`src/rtl/instr_fetch.sv`:
```
// instr_fetch
// -----------
// Instruction fetch front-end sitting directly upstream of the synchronous
// program ROM. It drives a word address to the ROM every cycle. It captures
// the returned word one cycle later. Fetched words are buffered in a small
// FIFO and handed to decode over a valid/ready handshake. A redirect pulse
// flushes everything in flight and restarts fetch at the new PC.
//
// Parameters:
//   RESET_PC        first PC fetched after reset (word-aligned)
//   DEPTH           instruction buffer entries (>= 2 for one instr per cycle)
//
// Ports:
//   clk             system clock, rising-edge active
//   rst             asynchronous active-high reset
//   ia              instruction address to the ROM (registered by the ROM)
//   rom_data        ROM read data for the previous cycle's ia
//   redirect_valid  single-cycle flush/restart pulse
//   redirect_pc     restart PC, low two bits ignored
//   instr_valid     instr/instr_pc hold a valid instruction
//   instr_ready     decode accepts when instr_valid & instr_ready
//   instr           instruction word at the head of the buffer
//   instr_pc        address of instr

module instr_fetch #(
    parameter logic [31:0] RESET_PC = 32'h0000_0000,
    parameter int          DEPTH    = 2
) (
    input  logic        clk,
    input  logic        rst,
    output logic [31:0] ia,
    input  logic [31:0] rom_data,
    input  logic        redirect_valid,
    input  logic [31:0] redirect_pc,
    output logic        instr_valid,
    input  logic        instr_ready,
    output logic [31:0] instr,
    output logic [31:0] instr_pc
);

    localparam int PW = (DEPTH > 1) ? $clog2(DEPTH) : 1;
    localparam int CW = $clog2(DEPTH + 1);

    logic [31:0]   pc_fetch;
    logic          inflight;
    logic [31:0]   inflight_pc;

    logic [31:0]   pc_mem   [DEPTH];
    logic [31:0]   word_mem [DEPTH];
    logic [PW-1:0] rd_ptr;
    logic [PW-1:0] wr_ptr;
    logic [CW-1:0] count;

    logic          pop;
    logic          push;
    logic          issue;
    logic [31:0]   occupancy;

    function automatic logic [PW-1:0] next_ptr(input logic [PW-1:0] p);
        if (p == PW'(DEPTH - 1)) begin
            return '0;
        end
        return p + 1'b1;
    endfunction

    assign ia          = pc_fetch;
    assign instr_valid = (count != '0);
    assign pop         = instr_valid & instr_ready;
    assign push        = inflight & ~redirect_valid;

    // Occupancy after this cycle's pop. Buffered words and the word still
    // in the ROM both hold a slot, so a push can never meet a full buffer.
    assign occupancy = 32'(count) + 32'(inflight) - 32'(pop);
    assign issue     = ~redirect_valid && (occupancy < 32'(DEPTH));

    // The head comes straight from registered storage. It is forced to zero
    // when the buffer is empty, so reset and flush present clean outputs.
    assign instr    = instr_valid ? word_mem[rd_ptr] : '0;
    assign instr_pc = instr_valid ? pc_mem[rd_ptr]   : '0;

    // Fetch PC and in-flight tracking. A redirect drops the outstanding ROM
    // response and does not issue in the same cycle.
    always_ff @(posedge clk or posedge rst) begin
        if (rst) begin
            pc_fetch    <= RESET_PC;
            inflight    <= 1'b0;
            inflight_pc <= '0;
        end else if (redirect_valid) begin
            pc_fetch    <= redirect_pc & ~32'h3;
            inflight    <= 1'b0;
        end else begin
            inflight <= issue;
            if (issue) begin
                inflight_pc <= pc_fetch;
                pc_fetch    <= pc_fetch + 32'd4;
            end
        end
    end

    // Buffer pointers and count. A redirect empties the buffer. A handshake
    // in the redirect cycle has already been seen by the consumer, so no
    // special handling is needed for it.
    always_ff @(posedge clk or posedge rst) begin
        if (rst) begin
            rd_ptr <= '0;
            wr_ptr <= '0;
            count  <= '0;
        end else if (redirect_valid) begin
            rd_ptr <= '0;
            wr_ptr <= '0;
            count  <= '0;
        end else begin
            if (push) begin
                wr_ptr <= next_ptr(wr_ptr);
            end
            if (pop) begin
                rd_ptr <= next_ptr(rd_ptr);
            end
            case ({push, pop})
                2'b10:   count <= count + 1'b1;
                2'b01:   count <= count - 1'b1;
                default: count <= count;
            endcase
        end
    end

    // Buffer storage. It needs no reset because the outputs are gated by
    // count.
    always_ff @(posedge clk) begin
        if (push) begin
            pc_mem[wr_ptr]   <= inflight_pc;
            word_mem[wr_ptr] <= rom_data;
        end
    end

endmodule
```
`config.mk`:
```
export PLATFORM = sky130hd
export DESIGN_NAME = instr_fetch
export DESIGN_NICKNAME = d
export VERILOG_FILES = /design/src/rtl/instr_fetch.sv
export SDC_FILE = /design/constraint.sdc
export NUM_CORES = 1
export LEC_CHECK = 0
export CORE_ASPECT_RATIO = 1.4
export CORE_UTILIZATION = 40
export DETAILED_ROUTE_END_ITERATION = 16
export PLACE_DENSITY = 0.65
export SLEW_MARGIN = 20
export SYNTH_ARGS = -nofsm -noshare
export SYNTH_HDL_FRONTEND = slang
export SYNTH_SLANG_ARGS = --single-unit
```
`constraint.sdc`:
```
create_clock -name clk -period 8.1 [get_ports clk]
set_input_delay 1.215 -clock clk [delete_from_list [all_inputs] [get_ports clk]]
set_output_delay 1.215 -clock clk [all_outputs]
set_load 0.1 [all_outputs]
```
Word-level counts from Yosys, hierarchy flattened
Memories as Yosys holds them, arrays and structs flattened.
Cells that the tools add are included.
{"block": "totals", "register_bits": 69, "elab_cells": 51, "mem_count": 2, "inputBits": 68, "mem_bits_rw": 128, "out_inout_bits": 97}
{"memory": "pc_mem", "words": 2, "word_bits": 32, "rd": 1, "rd_ports_with_merged_regs": 0, "write_ports": 1, "line_no": "48", "text": "logic [31:0] pc_mem [DEPTH];"}
{"memory": "word_mem", "words": 2, "word_bits": 32, "rd": 1, "rd_ports_with_merged_regs": 0, "write_ports": 1, "line_no": "49", "text": "logic [31:0] word_mem [DEPTH];"}
{"block": "op_classes", "n_bitwise": 3, "muxes": 23, "n_lt_le_gt_ge": 1, "addsub": 7, "eq_ne": 2, "n_reduce_logical": 7}
{"op": "two-way mux 32 bit", "count": 4}
{"op": "adder 32 x 3 -> 32 bit, second input constant", "count": 1}
{"op": "less-than comparator 32 x 2 -> 1 bit, second input constant", "count": 1}
{"op": "two-way mux 1 bit", "count": 17}
{"op": "nonzero test 2 bit", "count": 4}
{"op": "one-hot mux 2 bit (2 select lines)", "count": 1}
{"op": "subtractor 3 x 1 -> 4 bit", "count": 1}
{"op": "adder 2 x 1 -> 3 bit", "count": 1}
{"op": "nonzero test 3 bit", "count": 1}
{"op": "adder 1 bit, second input constant", "count": 2}
{"op": "adder 2 x 1 -> 2 bit, second input constant", "count": 1}
{"op": "AND 1 bit", "count": 2}
{"op": "== test 2 x 1 -> 1 bit, second input constant", "count": 1}
{"op": "== test 2 bit, second input constant", "count": 1}
{"op": "two-way mux 2 bit", "count": 1}
{"op": "AND reduction 2 bit", "count": 1}
{"op": "subtractor 2 x 1 -> 2 bit, second input constant", "count": 1}
{"op": "logical AND 1 bit", "count": 1}
{"op": "inverter 1 bit", "count": 1}

Longest topological paths before layout
Gate-level depths: netlist (run 1).
{"block": "logic_depth", "ltp_word": 7, "mapped_depth": 10, "mapped_depth_nobuf": 8}

Least setup slack after synthesis (run 1)
Ideal clock, no wire load.
{"block": "synth_path", "path_kind": "input port to flip-flop", "startpoint": "in redirect_valid", "endpoint": "mem pc_mem[0][10], enable pin", "setup_ns": 0.571, "t_required_ns": 7.529, "n_path_buf": 3, "path_slack_ns": 1.169, "arrival_ns": 6.360, "stages": 4, "cell_sequence": "clkbuf_1 -> clkbuf_1 -> clkbuf_1 -> nor3b_1"}
{"block": "synth_between", "elab_chain_cells": 4}
{"element": "start: declaration", "line_no": "33", "text": "input logic redirect_valid,"}
{"element": "inverter 1 bit (no source line)"}
{"element": "AND 1 bit", "line_no": "69", "text": "assign push = inflight & ~redirect_valid;"}
{"element": "two-way mux 1 bit", "line_no": "130", "text": "if (push) begin"}
{"element": "two-way mux 1 bit (not written as such)", "line_no": "131", "text": "pc_mem[wr_ptr] <= inflight_pc;"}
{"element": "end: declaration", "line_no": "48"}
Every way passes these cells.

Final worst setup path (run 1)
{"block": "layout_path", "startpoint": "in instr_ready", "endpoint": "reg pc_fetch[31] (netlist: ia[31])"}
{"block": "layout_between", "elab_chain_cells": 5}
{"element": "start: declaration", "line_no": "36", "text": "input logic instr_ready,"}
{"element": "AND 1 bit", "line_no": "68", "text": "assign pop = instr_valid & instr_ready;"}
{"element": "subtractor 3 x 1 -> 4 bit", "line_no": "73", "text": "assign occupancy = 32'(count) + 32'(inflight) - 32'(pop);"}
{"element": "less-than comparator 32 x 2 -> 1 bit", "line_no": "74", "text": "assign issue = ~redirect_valid && (occupancy < 32'(DEPTH));"}
{"element": "logical AND 1 bit", "line_no": "74"}
{"element": "nonzero test 2 bit (no source line)"}
{"element": "end signal: assignment", "line_no": "89", "text": "pc_fetch <= redirect_pc & ~32'h3;"}
{"element": "end signal: assignment", "line_no": "95", "text": "pc_fetch <= pc_fetch + 32'd4;"}
{"element": "end: declaration", "line_no": "44", "text": "logic [31:0] pc_fetch;"}
Every way passes these cells.
A chain may end at the register's enable or synchronous reset.

==> metrics.txt, run 1 <==
Num CTS Buffers 17; Worst Setup SP instr_ready; final setup violation count 0; Mean Syn Cell Area between 10 and 15 um^2; Area contributors post-synth edfxtp_1 47%, dfrtp_1 21%, mux2i_1 8.0%, mux2_2 4.3%, nor2_1 4.1%; Die ar. 0.02023 mm^2; Max stage delay on crit path roughly 850 ps; ant diodes 0; Slowest-stage cell, CP or4_1; Setup TNS 0 ps; Chip Width 120.5 um; Critical Path End ia[31]$_DFFE_PP0P_; Avg Vias per Cell roughly 5.2; Critical Path AT 4710 ps; Final Max Slew Viols 0; slew of the pin with the lowest slew margin approximately 1100 ps; Max Fclk 228.4 MHz; vias in the first global route 5168; Pwr Density 268.2 mW/mm^2; Post-synth EDFFs 124; worst endpoint required time 8430 ps; DR vias between 5000 and 6000; register bit total from synthesis 189; global-route usage over all layers 17.58%; leakage approximately 3.6 nW; Worst slew margin 26.97%; CTS Buffer Depth 2; hold buffers post-CTS 0; Routed Antenna Nets 0; crit-path cells clkdlybuf4s50_1 > nand3b_1 > o21ai_0 > and2_1 > fa_1 > nand3b_1 > or4_1 > or4_1 > a31oi_1; DIE HEIGHT 167.9 um; post-synth top area share 47.35%; VDD IR-drop max 155.8 uV; initial cell density of the core 40.92%; drt total wl 17190 um; Root Buffer clkbuf_16; FP Rows 60; area leader, netlist edfxtp_1; PostCTS Resize Cnt 0; Pre-antenna DRT Iters 4; final hold vios 0; commonest register cell after synthesis edfxtp_1; TritonCTS Sinks 189; placed cells 955; register area roughly 0.0054 mm^2; total power between 2 and 3 mW; power share of the clock group between 30% and 40%; Seq pwr share 44.3%; crit end category register; Fillers between 1500 and 2000; Port Buf Inserts 158; global-route wire length before repair 27140 um; min cycle time layout about 4400 ps; RR Startpoint count[0]$_DFFE_PP0P_; clk_lat worst skew 430 ps; FF-to-FF path depth 8; Internal Power 1.791 mW; startpoint types input pin; switching power 0.9753 mW; FF-to-FF setup slack approximately 4500 ps; Max FO, Critical Path 17; HPWL reported at the end of detailed placement roughly 11000 um; initial antenna violation count 0; Placeable Area slightly below 0.02 mm^2; DR WL/cell ~17 um; commonest non-fill, non-tap cells in the layout 157 x clkdlybuf4s50_1, 124 x edfxtp_1, 84 x nor2_1, 64 x dfrtp_1, 63 x mux2i_1; largest net degree at the start of global routing between 60 and 70; Syn Inst Count around 580; Post-synth ARST share 34.39%; commonest non-fill, non-tap cell in the layout clkdlybuf4s50_1; # IOs 165; outcome finished clean; Synth cell types 50; Mapped Area 0.007864 mm^2; area of the multi-input gates 0.002377 mm^2; GRT overflow 0; CTS tree built; initial drt markers around 250; Hold Path Class register to register; switching part of the total 35.26%; Finished Layout Cells 988; Gate power share between 20 and 30%; CTS clk-pin slew, worst paths 80 ps; post-CTS setup repair buffer count 0; RSZ-0062 raised after global routing no; Seq/Total Area, Yosys 68.04%; final setup skew between 10 and 15 ps; area delta synth->final 31.17%; Yosys warning count 0; Final period util 54.05%; layout cells sized above 1 10.68%; DRC viols 0; Max-cap violations 0; Worst Setup Path Type input pin to register; routability congestion estimate 0.8117; CTS H-tree lvls 4; nets 797; FF-to-FF End ia[31]$_DFFE_PP0P_
==> flip-flops by register name, summed over array words and instances, names as in the netlist <==
signal / count
wr_ptr: 1
inflight_pc: 30
inflight: 1
ia: 30
pc_mem: 60
rd_ptr: 1
word_mem: 64
count: 2
==> through the flow <==
stage / util [%] / worst slack, ps / instance area, um^2 / hold slack (ps)
6_report: 53.67 / 3722 / 10310 / 469.3
5_1_grt: 53.67 / 3465 / 10310 / 484.6
4_1_cts: 53.46 / 3587 / 10270 / 472.6
3_5_place_dp: 50.33 / 3283 / 9672 / 451.6
3_3_place_gp: 50.33 / 3474 / 9672 / 447.4
2_1_floorplan: - / 1169 / 7875 / 438.2
==> power groups by stage <==
stage               Combinational, mW  Clock [mW]  Sequential, mW
global placement                0.687           0            1.25
global route                    0.734       0.893            1.24
floorplan                       0.421           0            1.34
detailed placement              0.695           0            1.26
CTS                             0.697       0.857            1.24
finish                          0.700       0.840            1.23
==> routing by layer <==
metal | up-vias | part of all wire [%] | global-route usage [%]
met5 | - | 0 | 0
met4 | 0 | 1.0 | 5.851
met1 | 2558 | 41 | 20.51
met2 | 136 | 54 | 32.03
met3 | 14 | 4.4 | 3.388
li1 | 2424 | - | -
==> cell usage after synthesis, types with 2 or more instances <==
library cell	number
nand3b_1	2
nand2_1	29
or4_1	13
nor3b_1	2
edfxtp_1	124
a221o_1	2
o211ai_1	3
clkbuf_1	26
or3_1	2
nor2_1	85
o31ai_1	7
nor2b_1	3
mux2i_1	63
and4_1	2
nand4_1	5
dfrtp_1	65
nor3_1	8
nor4_1	7
o21ai_0	15
buf_2	3
nand3_1	14
buf_1	3
a21oi_1	5
and2_1	4
a31oi_1	9
inv_1	7
mux2_2	30
xnor2_1	11
and3_1	3
o311ai_1	2
buf_4	4
==> final cells by class <==
type                            instances  share of cell area, %
Clock buffer                           17                  4.124
Clock inverter                         15                  1.710
Tap cell                              248                  3.008
Multi-Input combinational cell        347                  23.05
Inverter                                8                 0.2911
Sequential cell                       189                  51.90
Timing Repair Buffer                  164                  15.91
==> cells by family (layout without fill, tap and decap cells) <==
logic type,count (synthesis),after routing,synth area share (%)
compound gates,51,51,4.280
xor+xnor,12,12,1.337
fa+ha+maj,2,2,0.4137
buf+inv,44,204,2.339
flops,189,189,68.03
mux,93,93,12.31
other cells,1,4,0.04769
simple gates,185,185,11.23
==> worst max-delay path: cells and delay by family <==
kind	cells	cell delay [ps]
adder cells (fa/ha/maj)	1	480
AND/OR/NAND/NOR	5	2120
AO/OA/AOI/OAI	2	340
buffers and inverters	1	550
==> worst min path at each step <==
stage | startpoint | endpoint | slack, ps | cells past startpoint
after floorplan | inflight_pc[10]$_DFFE_PP0P_ | pc_mem[0][10]$_DFFE_PP_ | 440 | 0
after global placement | inflight_pc[9]$_DFFE_PP0P_ | pc_mem[1][9]$_DFFE_PP_ | 450 | 0
after detailed placement | inflight_pc[6]$_DFFE_PP0P_ | pc_mem[1][6]$_DFFE_PP_ | 450 | 0
after CTS | inflight_pc[22]$_DFFE_PP0P_ | pc_mem[1][22]$_DFFE_PP_ | 470 | 0
after global routing | inflight_pc[11]$_DFFE_PP0P_ | pc_mem[0][11]$_DFFE_PP_ | 480 | 0
final | inflight_pc[22]$_DFFE_PP0P_ | pc_mem[1][22]$_DFFE_PP_ | 470 | 0
No activity file was read; power rests on OpenSTA's default activity.
==> inputs of run 2 (changes only) <==
Clock period 8.1 ns to 4.55 ns, I/O delays scaled along.
==> run 2 against run 1 <==
Against the previous run: critical path depth stayed put; sequential share of layout area is 0.31 points lower; largest cell class unchanged; global-route usage is 0.21 points higher; setup slack worse by 3000 ps.
==> metrics.txt, run 2 (same netlist as run 1, synthesis figures left out) <==
outcome finished clean; Hold WS 465.7 ps (-3.607 ps); Num CTS Buffers 17 (unchanged); FF-to-FF path depth 8 (unchanged); commonest non-fill, non-tap cell in the layout clkdlybuf4s50_1; initial drt markers 432 (+76%); Setup TNS 0 ps (unchanged); Port Buf Inserts 158 (unchanged); TritonCTS Sinks 189 (unchanged); min cycle time layout 3811 ps; Final Max Slew Viols 0 (unchanged); Avg Vias per Cell 5.291 (+1.9%); Pwr Density 479.2 mW/mm^2 (+79%); hold buffers post-CTS 0 (unchanged); RR Startpoint count[0]$_DFFE_PP0P_; Hold Path Class register to register; CTS tree built; biggest regs word_mem (64), pc_mem (60); post-CTS setup repair buffer count 0 (unchanged); FF-to-FF End ia[29]$_DFFE_PP0P_; vias in the first global route 5353 (+3.6%); Worst Setup SP instr_ready; Max-cap violations 0 (unchanged); largest net degree at the start of global routing 53 (-20%); worst endpoint required time 4900 ps (-3530 ps); register with the most flip-flops word_mem; Root Buffer clkbuf_16; Placeable Area 0.01922 mm^2 (unchanged); Chip Width 120.5 um (unchanged); FF-to-FF setup slack 1060 ps (-3460 ps); Critical Path AT 4160 ps (-550 ps); global-route wire length before repair 27730 um (+2.2%); Critical Path End ia[29]$_DFFE_PP0P_; VDD IR-drop max 234.1 uV (+50%); ant diodes 0 (unchanged); drt total wl 17340 um (+0.84%); Max FO, Critical Path 17 (unchanged); GRT overflow 0 (unchanged); clk_lat worst skew 420 ps (about the same); PostCTS Resize Cnt 0 (unchanged); global-route usage over all layers 17.79% (+0.21 points); nets 803 (+0.75%); area delta synth->final 31.97%; CTS Buffer Depth 2 (unchanged); Die ar. 0.02023 mm^2 (unchanged); Pre-antenna DRT Iters 5 (+1); # IOs 165 (unchanged); DR WL/cell 17.44 um (+0.23%); initial antenna violation count 0 (unchanged); final setup skew 11.96 ps (-0.1290 ps); Routed Antenna Nets 0 (unchanged); routability congestion estimate 0.7636 (-5.9%); CTS clk-pin slew, worst paths 70 ps (about the same); final hold vios 0 (unchanged); slew of the pin with the lowest slew margin 1014 ps (-70.94 ps); RSZ-0062 raised after global routing no; DRC viols 0 (unchanged); Max Fclk 262.4 MHz; DR vias 5259 (+2.5%); layout cells sized above 1 11.13% (+0.45 points); initial cell density of the core 40.92% (unchanged); Worst Setup Path Type input pin to register; leakage 3.613 nW (+1.1%); commonest non-fill, non-tap cells in the layout 156 x clkdlybuf4s50_1, 124 x edfxtp_1, 84 x nor2_1, 64 x dfrtp_1, 63 x mux2i_1; final setup violation count 0 (unchanged); DIE HEIGHT 167.9 um (unchanged); CTS H-tree lvls 4 (unchanged); HPWL reported at the end of detailed placement 11760 um (+4.4%); max reg flops 64 (unchanged); Fillers 1661 (unchanged); Worst slew margin 32.16% (+5.2 points); startpoint types input pin; FP Rows 60 (unchanged); Final period util between 80% and 90%; crit end category register
run 2: cell count changes in the layout (fill, tap and decap cells not counted), sizes merged:
cell           before  now
bufinv              1    2
buf                 7   14
clkdlybuf4s50     157  156
inv                14   13
run 2: cell type report:
class	instances	area [um^2]	share of cell area, %
clock inverter	15	201.4	1.941
tap	248	310.3	2.990
clock buffer	17	425.4	4.099
sequential	189	5354	51.59
multi-input combinational	347	2366	22.80
timing repair buffer	170	1689	16.28
inverter	8	31.28	0.3014
run 2: per-layer routing:
| layer | track usage [%] | part of all wire, % |
|---|---|---|
| met1 | 21.01 | 40 |
| met3 | 3.692 | 5.2 |
| met5 | 0 | 0 |
| met4 | 5.904 | 0.80 |
| met2 | 31.93 | 54 |
run 2: worst max-delay path: stages:
cell             delay, ps
clkdlybuf4s50_1        590
nand3b_1               140
o21ai_0                130
and2_1                 210
fa_1                   480
nand3b_1               280
or4_1                  840
or4_1                  610
a31oi_1                180
run 2: power breakdown:
part	total (mW)	internal (mW)	switching, mW	leakage (nW)
Clock	1.53	0.844	0.690	0.300
Combinational	1.25	0.358	0.893	1.41
Sequential	2.19	2.05	0.139	1.90
Total	4.97	3.25	1.72	3.61
run 2: per-stage QoR:
step                      total power, mW  utilization [%]  std cells  worst slack [ps]  area [um^2]
after global placement              3.456            50.73        962             447.3         9749
final                               4.972            54.00        994             739.3        10380
after floorplan                     3.128                -        580             359.5         7880
after global routing                5.163            54.00        994             536.2        10380
after detailed placement            3.486            50.73        962             317.9         9749
after CTS                           5.023            53.99        994             753.2        10380
run 2: worst min path at each step:
stage | start | endpoint | slack (ps) | depth (start not counted)
after floorplan | inflight_pc[10]$_DFFE_PP0P_ | pc_mem[0][10]$_DFFE_PP_ | 440 | 0
after global placement | inflight_pc[11]$_DFFE_PP0P_ | pc_mem[0][11]$_DFFE_PP_ | 450 | 0
after detailed placement | inflight_pc[30]$_DFFE_PP0P_ | pc_mem[0][30]$_DFFE_PP_ | 450 | 0
final | inflight_pc[30]$_DFFE_PP0P_ | pc_mem[1][30]$_DFFE_PP_ | 470 | 0
after CTS | inflight_pc[30]$_DFFE_PP0P_ | pc_mem[0][30]$_DFFE_PP_ | 470 | 0
after global routing | inflight_pc[18]$_DFFE_PP0P_ | pc_mem[1][18]$_DFFE_PP_ | 480 | 0
==> inputs of run 3 (changes only) <==
Settings changed: PLACE_DENSITY 0.65 to 0.68.
Clock period 4.55 ns to 3.5 ns, I/O delays scaled along.
==> run 3 against run 2 <==
Against the previous run: non-clock buffer count up 11; via count shrank 1.8%; worst hold slack got worse by 110 ps; largest cell class unchanged; largest power group unchanged; highest routed layer unchanged.
==> metrics.txt, run 3 (same netlist as run 1, synthesis figures left out) <==
largest net degree at the start of global routing 59 (+11%); dpl cell area 0.009667 mm^2 (-0.85%); initial antenna violation count 1 (+1); Placeable Area 0.01922 mm^2 (unchanged); Internal Power 4.162 mW (+28%); min cycle time layout 3226 ps; final setup violation count 0 (unchanged); Max-cap violations 0 (unchanged); area delta synth->final 30.23%; Fillers 1709 (+2.9%); Routed Antenna Nets 0 (unchanged); commonest non-fill, non-tap cells in the layout 124 x edfxtp_1, 90 x clkdlybuf4s50_1, 88 x buf_4, 84 x nor2_1, 64 x dfrtp_1; vias in the first global route 5183 (-3.2%); switching power 2.165 mW (+26%); Final Max Slew Viols 0 (unchanged); # IOs 165 (unchanged); Hold WS 355.2 ps (-110.5 ps); final setup skew 7.291 ps (-4.669 ps); Worst Setup Path Type input pin to register; nets 814 (+1.4%); HPWL reported at the end of detailed placement 11630 um (-1.1%); biggest regs word_mem (64), pc_mem (60); DR vias 5162 (-1.8%); drt total wl 17080 um (-1.5%); Root Buffer clkbuf_16; outcome finished clean; Port Buf Inserts 158 (unchanged); register with the most flip-flops word_mem; PostCTS Resize Cnt 0 (unchanged); global-route usage over all layers 17.57% (-0.22 points); DIE HEIGHT 167.9 um (unchanged); Num CTS Buffers 17 (unchanged); switching part of the total 34.22% (-0.41 points); crit-path cells clkdlybuf4s50_1 > nand3b_1 > o21ai_0 > and2_1 > fa_1 > nand3b_1 > or4_1 > buf_4 > or4_1 > a31oi_1; post-route cell area 0.01024 mm^2 (-1.3%); crit end category register; Slowest-stage cell, CP or4_1; Pwr Density 617.9 mW/mm^2 (+29%); post-CTS setup repair buffer count 0 (unchanged); slew of the pin with the lowest slew margin 1012 ps (-2.086 ps); initial drt markers 362 (-16%); layout cells sized above 1 20.90% (+9.8 points); hold buffers post-CTS 0 (unchanged); commonest non-fill, non-tap cell in the layout edfxtp_1; CTS clk-pin slew, worst paths 70 ps (about the same); Pre-antenna DRT Iters 4 (-1); Critical Path AT 3580 ps (-580 ps); CTS H-tree lvls 4 (unchanged); Max FO, Critical Path 15 (-2); Die ar. 0.02023 mm^2 (unchanged); RSZ-0062 raised after global routing no; GRT overflow 0 (unchanged); Seq pwr share 45.0% (+1.0 points); CTS Buffer Depth 2 (unchanged); max reg flops 64 (unchanged); global-route wire length before repair 26990 um (-2.7%); Avg Vias per Cell 5.136 (-2.9%); Max Fclk 309.9 MHz; Max stage delay on crit path 530 ps (-310 ps); power share of the clock group 29.6% (-1.3 points); routability congestion estimate 0.8271 (+8.3%); CTS tree built; Final period util 92.19%; worst endpoint required time 3850 ps (-1050 ps); Worst slew margin 32.30% (+0.14 points); VDD IR-drop max 293.8 uV (+25%); clk_lat worst skew 430 ps (about the same); Chip Width 120.5 um (unchanged); leakage 3.746 nW (+3.7%); final hold vios 0 (unchanged); TritonCTS Sinks 189 (unchanged); Hold Path Class input pin to asynchronous set/reset pin; startpoint types input pin; initial cell density of the core 40.92% (unchanged); FP Rows 60 (unchanged); Gate power share 25.4% (+0.2 points); DR WL/cell 17.00 um (-2.6%); DRC viols 0 (unchanged)
run 3: cell types whose count changed in the layout (fill, tap and decap cells not counted), sizes merged:
cell | before | now
buf | 14 | 91
clkbuf | 17 | 18
clkdlybuf4s50 | 156 | 90
clkinv | 6 | 7
clkinvlp | 2 | 3
diode | 0 | 1
inv | 13 | 9
run 3: through the flow:
step                      setup slack [ps]  utilization (%)  std cells  TNS (ps)  power (mW)
after global routing                 78.01            53.27       1004         0       6.565
final                                273.5            53.29       1005         0       6.328
after global placement              -49.51            50.30        973    -182.3       4.476
after CTS                            294.5            53.27       1004         0       6.381
after floorplan                      315.6                -        580         0       4.067
after detailed placement            -133.4            50.30        973    -826.2       4.515
run 3: power groups by stage:
stage | Combinational, mW | Clock, mW | Sequential, mW
final | 1.61 | 1.87 | 2.85
after global routing | 1.68 | 2.00 | 2.88
after CTS | 1.62 | 1.91 | 2.85
after detailed placement | 1.62 | 0 | 2.90
after global placement | 1.60 | 0 | 2.88
after floorplan | 0.977 | 0 | 3.09
run 3: path summary, 6_finish.rpt:
check / start / end / slack, ps / cells past startpoint
setup / recovery: instr_ready / ia[29]$_DFFE_PP0P_ / 270 / 10
hold / removal: rst / inflight_pc[23]$_DFFE_PP0P_ / 360 / 2
setup reg to reg: count[0]$_DFFE_PP0P_ / ia[29]$_DFFE_PP0P_ / 320 / 9
hold reg to reg: inflight_pc[31]$_DFFE_PP0P_ / pc_mem[0][31]$_DFFE_PP_ / 470 / 0
max in group asynchronous: rst / rd_ptr$_DFFE_PP0P_ / 2100 / 3
min in group clk: inflight_pc[31]$_DFFE_PP0P_ / pc_mem[0][31]$_DFFE_PP_ / 470 / 0
run 3: cell type report:
| cell class | count | area, um^2 | area share [%] |
|---|---|---|---|
| clock buffers | 18 | 429.2 | 4.191 |
| inverters | 8 | 30.03 | 0.2932 |
| well taps | 248 | 310.3 | 3.030 |
| clock inverters | 13 | 142.6 | 1.393 |
| diodes | 1 | 2.502 | 0.02443 |
| flip-flops and latches | 189 | 5354 | 52.28 |
| multi-input cells | 347 | 2366 | 23.10 |
| repair buffers | 181 | 1607 | 15.69 |
run 3: worst max-delay path, delay by kind of cell:
kind	cells	cell delay [ps]
AOI/OAI and AO/OA	2	320
adders and majority gates	1	450
buffers and inverters	2	710
and+or+nand+nor	5	1580
run 3: per-layer routing:
| metal | global-route usage (%) | up-vias | part of all wire, % |
|---|---|---|---|
| met5 | 0 | - | 0 |
| li1 | - | 2452 | - |
| met3 | 4.438 | 23 | 5.6 |
| met1 | 20.94 | 2521 | 41 |
| met4 | 6.227 | 0 | 1.7 |
| met2 | 30.56 | 166 | 52 |
